**src/rtl/cnn_layer_accel_pkg.sv**
```systemverilog
// Shared types and constants for the CNN layer accelerator result path.
package cnn_layer_accel_pkg;

    localparam int C_RESULT_WIDTH = 16;
    localparam int C_PACK_WIDTH   = 128;
    localparam int C_LANES        = 8;

    typedef enum logic [1:0] {
        IDLE   = 2'd0,
        ACTIVE = 2'd1,
        FLUSH  = 2'd2
    } packer_state_t;

    typedef struct packed {
        logic [C_PACK_WIDTH-1:0] data;
        logic [C_LANES-1:0]      lane_mask;
        logic                    last;
    } packed_word_t;

    // Mask with lanes 0..lane set (lane 7 gives all ones).
    function automatic logic [C_LANES-1:0] lane_mask_upto(input logic [2:0] lane);
        return {C_LANES{1'b1}} >> (3'(C_LANES - 1) - lane);
    endfunction

endpackage

```
**src/rtl/cnn_layer_accel_sync_fifo.sv**
```systemverilog
// Single-clock first-word-fall-through FIFO of packed words.
// The head is presented as zero whenever the FIFO is empty, so storage
// needs no reset of its own.
module cnn_layer_accel_sync_fifo
    import cnn_layer_accel_pkg::*;
#(
    parameter int DEPTH = 4
) (
    input  logic                   clk,
    input  logic                   rst_n,
    input  logic                   i_push,
    input  packed_word_t           i_wdata,
    input  logic                   i_pop,
    output packed_word_t           o_rdata,
    output logic                   o_full,
    output logic                   o_empty,
    output logic [$clog2(DEPTH):0] o_count
);

    localparam int AW = (DEPTH > 1) ? $clog2(DEPTH) : 1;
    localparam int CW = $clog2(DEPTH) + 1;

    packed_word_t  r_mem [DEPTH];
    logic [AW-1:0] r_wr_ptr;
    logic [AW-1:0] r_rd_ptr;
    logic [CW-1:0] r_count;

    logic w_full;
    logic w_empty;
    logic w_do_push;
    logic w_do_pop;

    assign w_full    = (r_count == CW'(DEPTH));
    assign w_empty   = (r_count == '0);
    assign w_do_pop  = i_pop && !w_empty;
    // A push into a full FIFO is accepted when the head leaves in the same cycle.
    assign w_do_push = i_push && (!w_full || w_do_pop);

    // Storage write; contents beyond the count are never observed.
    always_ff @(posedge clk) begin
        if (w_do_push) begin
            r_mem[r_wr_ptr] <= i_wdata;
        end
    end

    // Pointer and occupancy tracking; depth is a power of two so pointers wrap naturally.
    always_ff @(posedge clk or negedge rst_n) begin
        if (!rst_n) begin
            r_wr_ptr <= '0;
            r_rd_ptr <= '0;
            r_count  <= '0;
        end else begin
            if (w_do_push) begin
                r_wr_ptr <= r_wr_ptr + 1'b1;
            end
            if (w_do_pop) begin
                r_rd_ptr <= r_rd_ptr + 1'b1;
            end
            case ({w_do_push, w_do_pop})
                2'b10:   r_count <= r_count + 1'b1;
                2'b01:   r_count <= r_count - 1'b1;
                default: r_count <= r_count;
            endcase
        end
    end

    assign o_rdata = w_empty ? '0 : r_mem[r_rd_ptr];
    assign o_full  = w_full;
    assign o_empty = w_empty;
    assign o_count = r_count;

endmodule

```
**src/rtl/cnn_layer_accel_result_packer.sv**
```systemverilog
// Packs the quad's 16-bit result stream eight to a 128-bit word, tracks the
// output row/column/depth of the next result, and buffers packed words in a
// small FIFO for writeback. The final partial word of a job is zero-padded
// and flagged with out_last.
module cnn_layer_accel_result_packer
    import cnn_layer_accel_pkg::*;
#(
    parameter int OUT_FIFO_DEPTH = 4,
    parameter int LANES          = C_LANES
) (
    input  logic                      clk_core,
    input  logic                      rst_n,
    input  logic                      job_start,
    input  logic [9:0]                num_output_rows_cfg,
    input  logic [9:0]                num_output_cols_cfg,
    input  logic [6:0]                num_kernels_cfg,
    output logic                      busy,
    output logic                      job_done,
    input  logic                      result_valid,
    output logic                      result_accept,
    input  logic [C_RESULT_WIDTH-1:0] result_data,
    output logic [9:0]                output_row,
    output logic [9:0]                output_col,
    output logic [6:0]                output_depth,
    output logic                      out_valid,
    input  logic                      out_ready,
    output logic [C_PACK_WIDTH-1:0]   out_data,
    output logic [C_LANES-1:0]        out_lane_mask,
    output logic                      out_last
);

    localparam int LW = $clog2(LANES);
    localparam int FW = $clog2(OUT_FIFO_DEPTH) + 1;

    packer_state_t r_state;
    packer_state_t w_next_state;

    logic [9:0]              r_rows_m1;
    logic [9:0]              r_cols_m1;
    logic [6:0]              r_kern_m1;
    logic [9:0]              r_row;
    logic [9:0]              r_col;
    logic [6:0]              r_depth;
    logic [LW-1:0]           r_lane_cnt;
    logic [C_PACK_WIDTH-1:0] r_lanes;

    logic                    w_start;
    logic                    w_job_done;
    logic                    w_hs;
    logic                    w_col_end;
    logic                    w_row_end;
    logic                    w_depth_end;
    logic                    w_last_result;
    logic                    w_push;
    logic                    w_pop;
    logic [C_PACK_WIDTH-1:0] w_merged;
    packed_word_t            w_push_word;
    packed_word_t            w_head;
    logic                    w_fifo_full;
    logic                    w_fifo_empty;
    logic [FW-1:0]           w_fifo_count;

    assign result_accept = (r_state == ACTIVE) && !w_fifo_full;
    assign w_hs          = result_valid && result_accept;

    assign w_col_end     = (r_col   == r_cols_m1);
    assign w_row_end     = (r_row   == r_rows_m1);
    assign w_depth_end   = (r_depth == r_kern_m1);
    assign w_last_result = w_hs && w_col_end && w_row_end && w_depth_end;

    // New result merged into its lane; lanes above it are still zero because
    // the lane register is cleared after every pushed word.
    assign w_merged = r_lanes | (C_PACK_WIDTH'(result_data) << (C_RESULT_WIDTH * r_lane_cnt));
    assign w_push   = w_hs && ((r_lane_cnt == LW'(LANES - 1)) || w_last_result);

    assign w_push_word.data      = w_merged;
    assign w_push_word.lane_mask = lane_mask_upto(r_lane_cnt);
    assign w_push_word.last      = w_last_result;

    assign w_pop = out_ready && !w_fifo_empty;

    // State register.
    always_ff @(posedge clk_core or negedge rst_n) begin
        if (!rst_n) begin
            r_state <= IDLE;
        end else begin
            r_state <= w_next_state;
        end
    end

    // Next-state logic plus the job start strobe and job_done pulse.
    always_comb begin
        w_next_state = r_state;
        w_start      = 1'b0;
        w_job_done   = 1'b0;
        case (r_state)
            IDLE: begin
                if (job_start) begin
                    w_start      = 1'b1;
                    w_next_state = ACTIVE;
                end
            end
            ACTIVE: begin
                if (w_last_result) begin
                    w_next_state = FLUSH;
                end
            end
            FLUSH: begin
                // The last word was pushed on entry, so an empty FIFO here
                // means it has already been taken downstream.
                if (w_fifo_count == '0) begin
                    w_job_done   = 1'b1;
                    w_next_state = IDLE;
                end
            end
            default: begin
                w_next_state = IDLE;
            end
        endcase
    end

    // Latch job geometry as last-index values; a zero field behaves as one.
    always_ff @(posedge clk_core or negedge rst_n) begin
        if (!rst_n) begin
            r_rows_m1 <= '0;
            r_cols_m1 <= '0;
            r_kern_m1 <= '0;
        end else if (w_start) begin
            r_rows_m1 <= (num_output_rows_cfg == '0) ? 10'd0 : num_output_rows_cfg - 10'd1;
            r_cols_m1 <= (num_output_cols_cfg == '0) ? 10'd0 : num_output_cols_cfg - 10'd1;
            r_kern_m1 <= (num_kernels_cfg     == '0) ? 7'd0  : num_kernels_cfg - 7'd1;
        end
    end

    // Position of the next result; holds at the final position once the job's last result is in.
    always_ff @(posedge clk_core or negedge rst_n) begin
        if (!rst_n) begin
            r_row   <= '0;
            r_col   <= '0;
            r_depth <= '0;
        end else if (w_start) begin
            r_row   <= '0;
            r_col   <= '0;
            r_depth <= '0;
        end else if (w_hs && !w_last_result) begin
            if (w_col_end) begin
                r_col <= '0;
                if (w_row_end) begin
                    r_row   <= '0;
                    r_depth <= r_depth + 7'd1;
                end else begin
                    r_row <= r_row + 10'd1;
                end
            end else begin
                r_col <= r_col + 10'd1;
            end
        end
    end

    // Lane accumulation; the register empties whenever a word is pushed.
    always_ff @(posedge clk_core or negedge rst_n) begin
        if (!rst_n) begin
            r_lane_cnt <= '0;
            r_lanes    <= '0;
        end else if (w_start) begin
            r_lane_cnt <= '0;
            r_lanes    <= '0;
        end else if (w_hs) begin
            if (w_push) begin
                r_lane_cnt <= '0;
                r_lanes    <= '0;
            end else begin
                r_lane_cnt <= r_lane_cnt + 1'b1;
                r_lanes    <= w_merged;
            end
        end
    end

    cnn_layer_accel_sync_fifo #(
        .DEPTH (OUT_FIFO_DEPTH)
    ) u_out_fifo (
        .clk     (clk_core),
        .rst_n   (rst_n),
        .i_push  (w_push),
        .i_wdata (w_push_word),
        .i_pop   (w_pop),
        .o_rdata (w_head),
        .o_full  (w_fifo_full),
        .o_empty (w_fifo_empty),
        .o_count (w_fifo_count)
    );

    assign busy          = (r_state != IDLE);
    assign job_done      = w_job_done;
    assign output_row    = r_row;
    assign output_col    = r_col;
    assign output_depth  = r_depth;
    assign out_valid     = !w_fifo_empty;
    assign out_data      = w_head.data;
    assign out_lane_mask = w_head.lane_mask;
    assign out_last      = w_head.last;

endmodule
```
**config.mk**
```make
export PLATFORM = sky130hd
export DESIGN_NAME = cnn_layer_accel_result_packer
export DESIGN_NICKNAME = d
export VERILOG_FILES = /design/src/rtl/cnn_layer_accel_pkg.sv /design/src/rtl/cnn_layer_accel_sync_fifo.sv /design/src/rtl/cnn_layer_accel_result_packer.sv
export SDC_FILE = /design/constraint.sdc
export NUM_CORES = 1
export LEC_CHECK = 0
export ABC_CLOCK_PERIOD_IN_PS = 9400
export BUFFER_PORTS_ARGS = -buffer_cell sky130_fd_sc_hd__buf_4
export CAP_MARGIN = 10
export CORE_ASPECT_RATIO = 0.5
export CORE_UTILIZATION = 64
export CTS_CLUSTER_SIZE = 14
export DETAILED_ROUTE_END_ITERATION = 10
export PLACE_DENSITY = 0.84
export REMOVE_ABC_BUFFERS = 1
export SLEW_MARGIN = 25
export SYNTH_ARGS = -nofsm -noshare
export SYNTH_HDL_FRONTEND = slang
export SYNTH_SLANG_ARGS = --single-unit
```
**constraint.sdc**
```tcl
create_clock -name clk_core -period 9.4 [get_ports clk_core]
set_input_delay 1.88 -clock clk_core [delete_from_list [all_inputs] [get_ports clk_core]]
set_output_delay 1.88 -clock clk_core [all_outputs]
set_load 0.005 [all_outputs]
```
======== After elaboration in Yosys (flattened, before gate mapping) ========
Memories as Yosys holds them, arrays and structs flattened.
Cells that the tools add are included.
storage, ports and cells
  flip-flop bits (word level) ............. 194
  memory bits (writable) .................. 548
  input port bits ......................... 48
  output and inout bits ................... 168
  logic and storage cells ................. 101
  memories kept ........................... 1
cells by class
  add/sub/neg operators ................... 12
  eq/ne operators ......................... 12
  shifts and indexed selects .............. 2
  muxes and demuxes ....................... 32
  bitwise logic cells ..................... 1
  reductions and logical operators ........ 29
memory list
  name              words  width  rd ports  clocked after Yosys merged registers in  write ports  RTL line                         RTL
  u_out_fifo.r_mem  4      137    1         0                                        1            cnn_layer_accel_sync_fifo.sv:23  packed_word_t r_mem [DEPTH];
operator list
  cell                                                                   number
  128-bit 2-to-1 mux                                                     3
  137-bit 2-to-1 mux                                                     1
  128-bit bitwise OR                                                     1
  16-bit by 7-bit left shift with 128-bit output                         1
  10-bit 2-to-1 mux                                                      9
  7-bit 2-to-1 mux                                                       5
  10-bit by 1-bit adder with 10-bit output (second input constant)       2
  10-bit equality test                                                   2
  10-bit logical NOT                                                     2
  10-bit by 1-bit subtractor with 10-bit output (second input constant)  2
  2-bit nonzero test                                                     6
  1-bit logical AND                                                      10
  3-bit 2-to-1 mux                                                       3
  8-bit by 3-bit right shift with 8-bit output (first input constant)    1
  7-bit by 1-bit adder with 7-bit output (second input constant)         1
  7-bit equality test                                                    1
  7-bit logical NOT                                                      1
  7-bit by 1-bit subtractor with 7-bit output (second input constant)    1
  3-bit by 1-bit adder with 3-bit output (second input constant)         2
  3-bit equality test (second input constant)                            2
  1-bit 2-to-1 mux                                                       6
  2-bit 2-to-1 mux                                                       3
  2-bit one-hot mux with 3 select lines                                  1
  3-bit one-hot mux with 2 select lines                                  1
  other kinds (13)                                                       21

======== Longest topological paths before layout ========
  word-level depth ........................ 12
  depth in mapped cells ................... 14
  gate-level depth less buffers ........... 12

======== Modules after synthesis ========
A second synthesis with hierarchy kept.
second synthesis, totals
  cells, all modules ...................... 1868
  area, all modules ....................... 30986.0 µm²
modules (own cells, without submodules)
  module                         times used  cells an instance  area each (µm²)  sequential area each (µm²)
  cnn_layer_accel_sync_fifo      1           907                21112.7          16631.0
  cnn_layer_accel_result_packer  1           961                9873.2           4679.5

======== Least setup slack after synthesis ========
Ideal clock, no wire load.
  path type ............................... input -> register
  start ................................... input port result_valid
  end ..................................... memory u_out_fifo.r_mem[0][0] (netlist bit), enable pin
  setup time .............................. 0.512 ns
  data arrival time ....................... 5.700 ns
  required time ........................... 8.888 ns
  slack ................................... 3.188 ns
  cell stages on the path ................. 4
  buffers on the path ..................... 1
  cells stage by stage .................... and3_1 clkbuf_1 o21a_1 and2_1
between the ends
  word-level cells in the longest chain between the ends .. 9
ends and longest elaborated chain
  element                                     RTL line                             RTL
  start: declaration                          cnn_layer_accel_result_packer.sv:19  input logic result_valid,
  1-bit logical AND (*)                       cnn_layer_accel_result_packer.sv:64  assign w_hs = result_valid && result_accept;
  1-bit logical AND (3 in a row)              cnn_layer_accel_result_packer.sv:69  assign w_last_result = w_hs && w_col_end && w_row_end && w_depth_end;
  1-bit logical OR                            cnn_layer_accel_result_packer.sv:74  assign w_push = w_hs && ((r_lane_cnt == LW'(LANES - 1)) || w_last_result);
  1-bit logical AND (*)                       cnn_layer_accel_result_packer.sv:74
  1-bit logical AND (*)                       cnn_layer_accel_sync_fifo.sv:37      assign w_do_push = i_push && (!w_full || w_do_pop);
  1-bit 2-to-1 mux (*)                        cnn_layer_accel_sync_fifo.sv:41      if (w_do_push) begin
  1-bit 2-to-1 mux (implied by the code) (*)  cnn_layer_accel_sync_fifo.sv:42      r_mem[r_wr_ptr] <= i_wdata;
  end: declaration                            cnn_layer_accel_sync_fifo.sv:23
Every way passes the cells marked *; elsewhere a longest branch is shown, timed or not.

======== Worst setup path after layout ========
  start ................................... register u_out_fifo.r_rd_ptr[0]
  end ..................................... output port out_data[117]
between the ends
  word-level cells in the longest chain between the ends .. 2
ends and longest elaborated chain
  element                   RTL line                             RTL
  start: declaration        cnn_layer_accel_sync_fifo.sv:25      logic [AW-1:0] r_rd_ptr;
  start signal: assignment  cnn_layer_accel_sync_fifo.sv:57      r_rd_ptr <= r_rd_ptr + 1'b1;
  memory 4 x 137 bit        --
  137-bit 2-to-1 mux        cnn_layer_accel_sync_fifo.sv:67      assign o_rdata = w_empty ? '0 : r_mem[r_rd_ptr];
  end: declaration          cnn_layer_accel_result_packer.sv:27  output logic [C_PACK_WIDTH-1:0] out_data,
No other way between the ends.

==> results.txt <==
Total global routing overflow: 0
Final ANT Viol Nets: 0
Max-cap violation count: 0
Worst hold start: u_out_fifo.o_count[2]$_DFFE_PN0P_
Clock share of power: 24.2%
Number of remaining DRC errors: 0
Detailed-placement wirelength estimate: 36100 um
Area Growth Syn to Fin: 13.3%
YS warnings: 0
Top FF cell, synth: edfxtp_1
WS Path Type: reg2out
Net Sw Frac: 30.2%
Actual slew at the worst max-slew pin: 1.02 ns
Worst IR Drop VDD: 0.213 mV
Vias post-DR: 16855
Antenna violations before repair: 0
Core Area: 0.0469 mm2
Syn Std Cell Area: 0.0304 mm2
Leak pwr: 0.0133 uW
Power density over cell area: 283 mW/mm2
Final net count: 2080
Root Buffer: clkbuf_16
Hold worst-path end: u_out_fifo.o_count[2]$_DFFE_PN0P_
Hold Crit Depth: 1
Crit path required time: 7.52 ns
Overall Power: 9750 uW
DP Area: 0.0326 mm2
Share of cells above drive strength 1: 26.7%
Sw power: 2950 uW
I/O Buffers: 215
Fin crit period: 5.18 ns
Drt via density: 6.23
Design area: 0.0345 mm2
Status: finished, final reports clean
Drt total wl: 66400 um
Number of global-route vias before repair: 17087
Crit Path Max Fanout: 81
Synth cell types: 50
Die Y: 156 um
Reg power frac: 43.2%
Initial DRC count: 1580
Avg WL per Cell: 24.6 um
Reg-to-Reg End: u_out_fifo.r_mem[1][67]$_DFFE_PP_
Int Power: 6810 uW
Mapped Avg Cell Area: 16.7 um2
Launch point of the worst reg-to-reg path: output_depth[1]$_DFFE_PN0P_
CTS resizes: 0
Slew Viols, Final: 0
Post-synth EDFFs: 544
Async set or reset register ratio after synthesis: 26.3%
TritonCTS Buffers: 60
Synthesized netlist cell count: 1821
ANT cells: 0
Combinational power share: 32.6%
Crit path launch type: register
Cell Rows: 56
CTS clock-pin slew for the worst setup and hold paths: 0.07 ns
CP endpoint kind: primary output
Top achievable clock speed: 0.193 GHz
CTS tree: yes
Initial core utilization: 64.9%
Final Core Density: 73.5%
DR pass1 iterations: 5
Final-report hold violation count: 0
Setup bufs post-CTS: 0
Worst skew pair latency: 0.62 ns
Worst relative slew slack: 32.2%
Die area: 0.0485 mm2
Worst min path class: reg2reg
Bufs on Longest Clock Path: 3
Seq/Total Area, Yosys: 69.6%
Final Skew: 0.0320 ns
H-tree Lvls: 2
Clock sink count: 738
First-pass GRT wire length: 99600 um
Worst EP arrival: 3.30 ns
Overall Global Routing Usage: 27.6%
# setup viols final: 0
Worst reg2reg path depth: 7
Cts hold-fix bufs: 0
Setup TNS: 0 ns
Die W: 310 um
Fin crit share: 55.1%
R2R Setup Slk: 5.20 ns
Largest net degree at the start of global routing: 115
Routability cong.: 0.771
RSZ-0062 raised after global routing: false
Io pins: 216
Yosys reg bits: 738
==> kinds of logic (layout without fill, tap and decap cells) <==
| logic type | count (synthesis) | count (layout) | synth area share (%) |
|---|---|---|---|
| flops | 738 | 738 | 69.6 |
| simple gates | 402 | 402 | 6.79 |
| compound gates | 334 | 334 | 9.01 |
| mux | 143 | 143 | 10.3 |
| buf+inv | 133 | 379 | 1.99 |
| xor+xnor | 55 | 55 | 1.58 |
| fa+ha+maj | 16 | 16 | 0.683 |
==> synthesized netlist by cell type (3+ instances only) <==
| cell | instances | share of area, % |
|---|---|---|
| o21ai_0 | 36 | 0.59 |
| nor2_1 | 28 | 0.35 |
| a21boi_2 | 79 | 2.9 |
| and2_1 | 144 | 3.0 |
| and3_1 | 9 | 0.19 |
| clkbuf_1 | 60 | 0.74 |
| nor4_1 | 4 | 0.082 |
| o41ai_1 | 3 | 0.086 |
| nand3_1 | 7 | 0.12 |
| a21o_1 | 130 | 3.2 |
| buf_1 | 20 | 0.25 |
| nand2b_1 | 9 | 0.19 |
| edfxtp_1 | 544 | 54 |
| buf_2 | 20 | 0.33 |
| xor2_1 | 14 | 0.40 |
| dfrtp_1 | 194 | 16 |
| inv_1 | 20 | 0.25 |
| a21boi_0 | 22 | 0.54 |
| or3_1 | 9 | 0.19 |
| nand2_1 | 152 | 1.9 |
| buf_6 | 10 | 0.37 |
| o21a_1 | 3 | 0.074 |
| or4_1 | 3 | 0.074 |
| mux4_2 | 136 | 10 |
| nand4_1 | 12 | 0.25 |
| a21oi_1 | 6 | 0.099 |
| o2bb2ai_1 | 6 | 0.17 |
| ha_1 | 15 | 0.62 |
| xnor2_1 | 41 | 1.2 |
| nor3_1 | 14 | 0.23 |
| a31oi_1 | 9 | 0.19 |
| mux2i_1 | 6 | 0.20 |
| o31ai_1 | 5 | 0.12 |
| a22o_1 | 29 | 0.83 |
==> critical path, stage by stage (launching register included) <==
cell	delay (ns)
dfrtp_4	0.79
buf_12	0.36
buf_16	0.51
mux4_2	0.63
and2_1	0.23
buf_4	0.15
==> layout by cell type, fill, tap and decap left out, drive strengths merged, types with 3 or more instances in the layout <==
cell,n
inv,20
o2bb2ai,6
dfrtp,194
o41ai,3
mux2i,6
nand4,12
buf,244
xnor2,41
o31ai,5
and3,9
a21oi,6
edfxtp,544
ha,15
or3,10
nand3,8
clkbuf,106
a22o,29
o21a,3
nor4,4
a21boi,101
xor2,14
o21ai,37
nor2,28
nand2,152
a31oi,9
nor3,14
mux4,136
and2,144
a21o,130
or4,3
nand2b,9
clkinv,7
==> power by group through the flow <==
stage               Clock, uW  Sequential [uW]  Combinational, uW
floorplan                   0             4350               1890
global placement            0             4260               3070
detailed placement          0             4270               3150
CTS                      2370             4210               3190
global route             2510             4250               3400
finish                   2360             4220               3180
==> cell type report <==
class / instances / area, um2
Clock buffer: 105 / 1680
Clock inverter: 8 / 103
Fill cell: 2687 / 12400
Inverter: 21 / 80.1
Multi-Input combinational cell: 950 / 8700
Sequential cell: 738 / 21200
Tap cell: 638 / 798
Timing Repair Buffer: 245 / 1910
==> routing by layer <==
metal,wire length [um],global-route usage (%)
met1,25900,37.1
met2,34400,47.3
met3,4340,4.48
met4,1850,8.19
met5,0,0
==> flip-flops by register name (all words and copies together), names as in the netlist <==
| register | count |
|---|---|
| u_out_fifo.r_mem | 544 |
| r_lanes | 128 |
| output_col | 10 |
| output_row | 10 |
| r_cols_m1 | 10 |
| r_rows_m1 | 10 |
| output_depth | 7 |
| r_kern_m1 | 7 |
| r_lane_cnt | 3 |
| u_out_fifo.o_count | 3 |
| r_state | 2 |
| u_out_fifo.r_rd_ptr | 2 |
| u_out_fifo.r_wr_ptr | 2 |
==> worst max path at each step <==
| stage | startpoint | to | slack, ns | depth (start not counted) |
|---|---|---|---|---|
| floorplan | u_out_fifo.r_rd_ptr[0]$_DFFE_PN0P_ | out_data[0] | 1.42 | 2 |
| finish | u_out_fifo.r_rd_ptr[0]$_DFFE_PN0P_ | out_data[117] | 4.22 | 5 |
| CTS | u_out_fifo.r_rd_ptr[0]$_DFFE_PN0P_ | out_data[117] | 4.21 | 4 |
| global placement | result_valid | u_out_fifo.r_mem[2][118]$_DFFE_PP_ | 4.29 | 5 |
| global route | u_out_fifo.r_rd_ptr[0]$_DFFE_PN0P_ | out_data[117] | 4.03 | 5 |
| detailed placement | result_valid | u_out_fifo.r_mem[2][118]$_DFFE_PP_ | 4.52 | 5 |
==> through the flow <==
step	instances	worst slack, ns	hold slack (ns)
2_1_floorplan	1709	1.42	0.457
3_3_place_gp	2590	4.29	0.471
3_5_place_dp	2590	4.52	0.483
4_1_cts	2703	4.21	0.495
5_1_grt	2705	4.03	0.511
6_report	2705	4.22	0.494
Power figures use the tool's default switching activity.
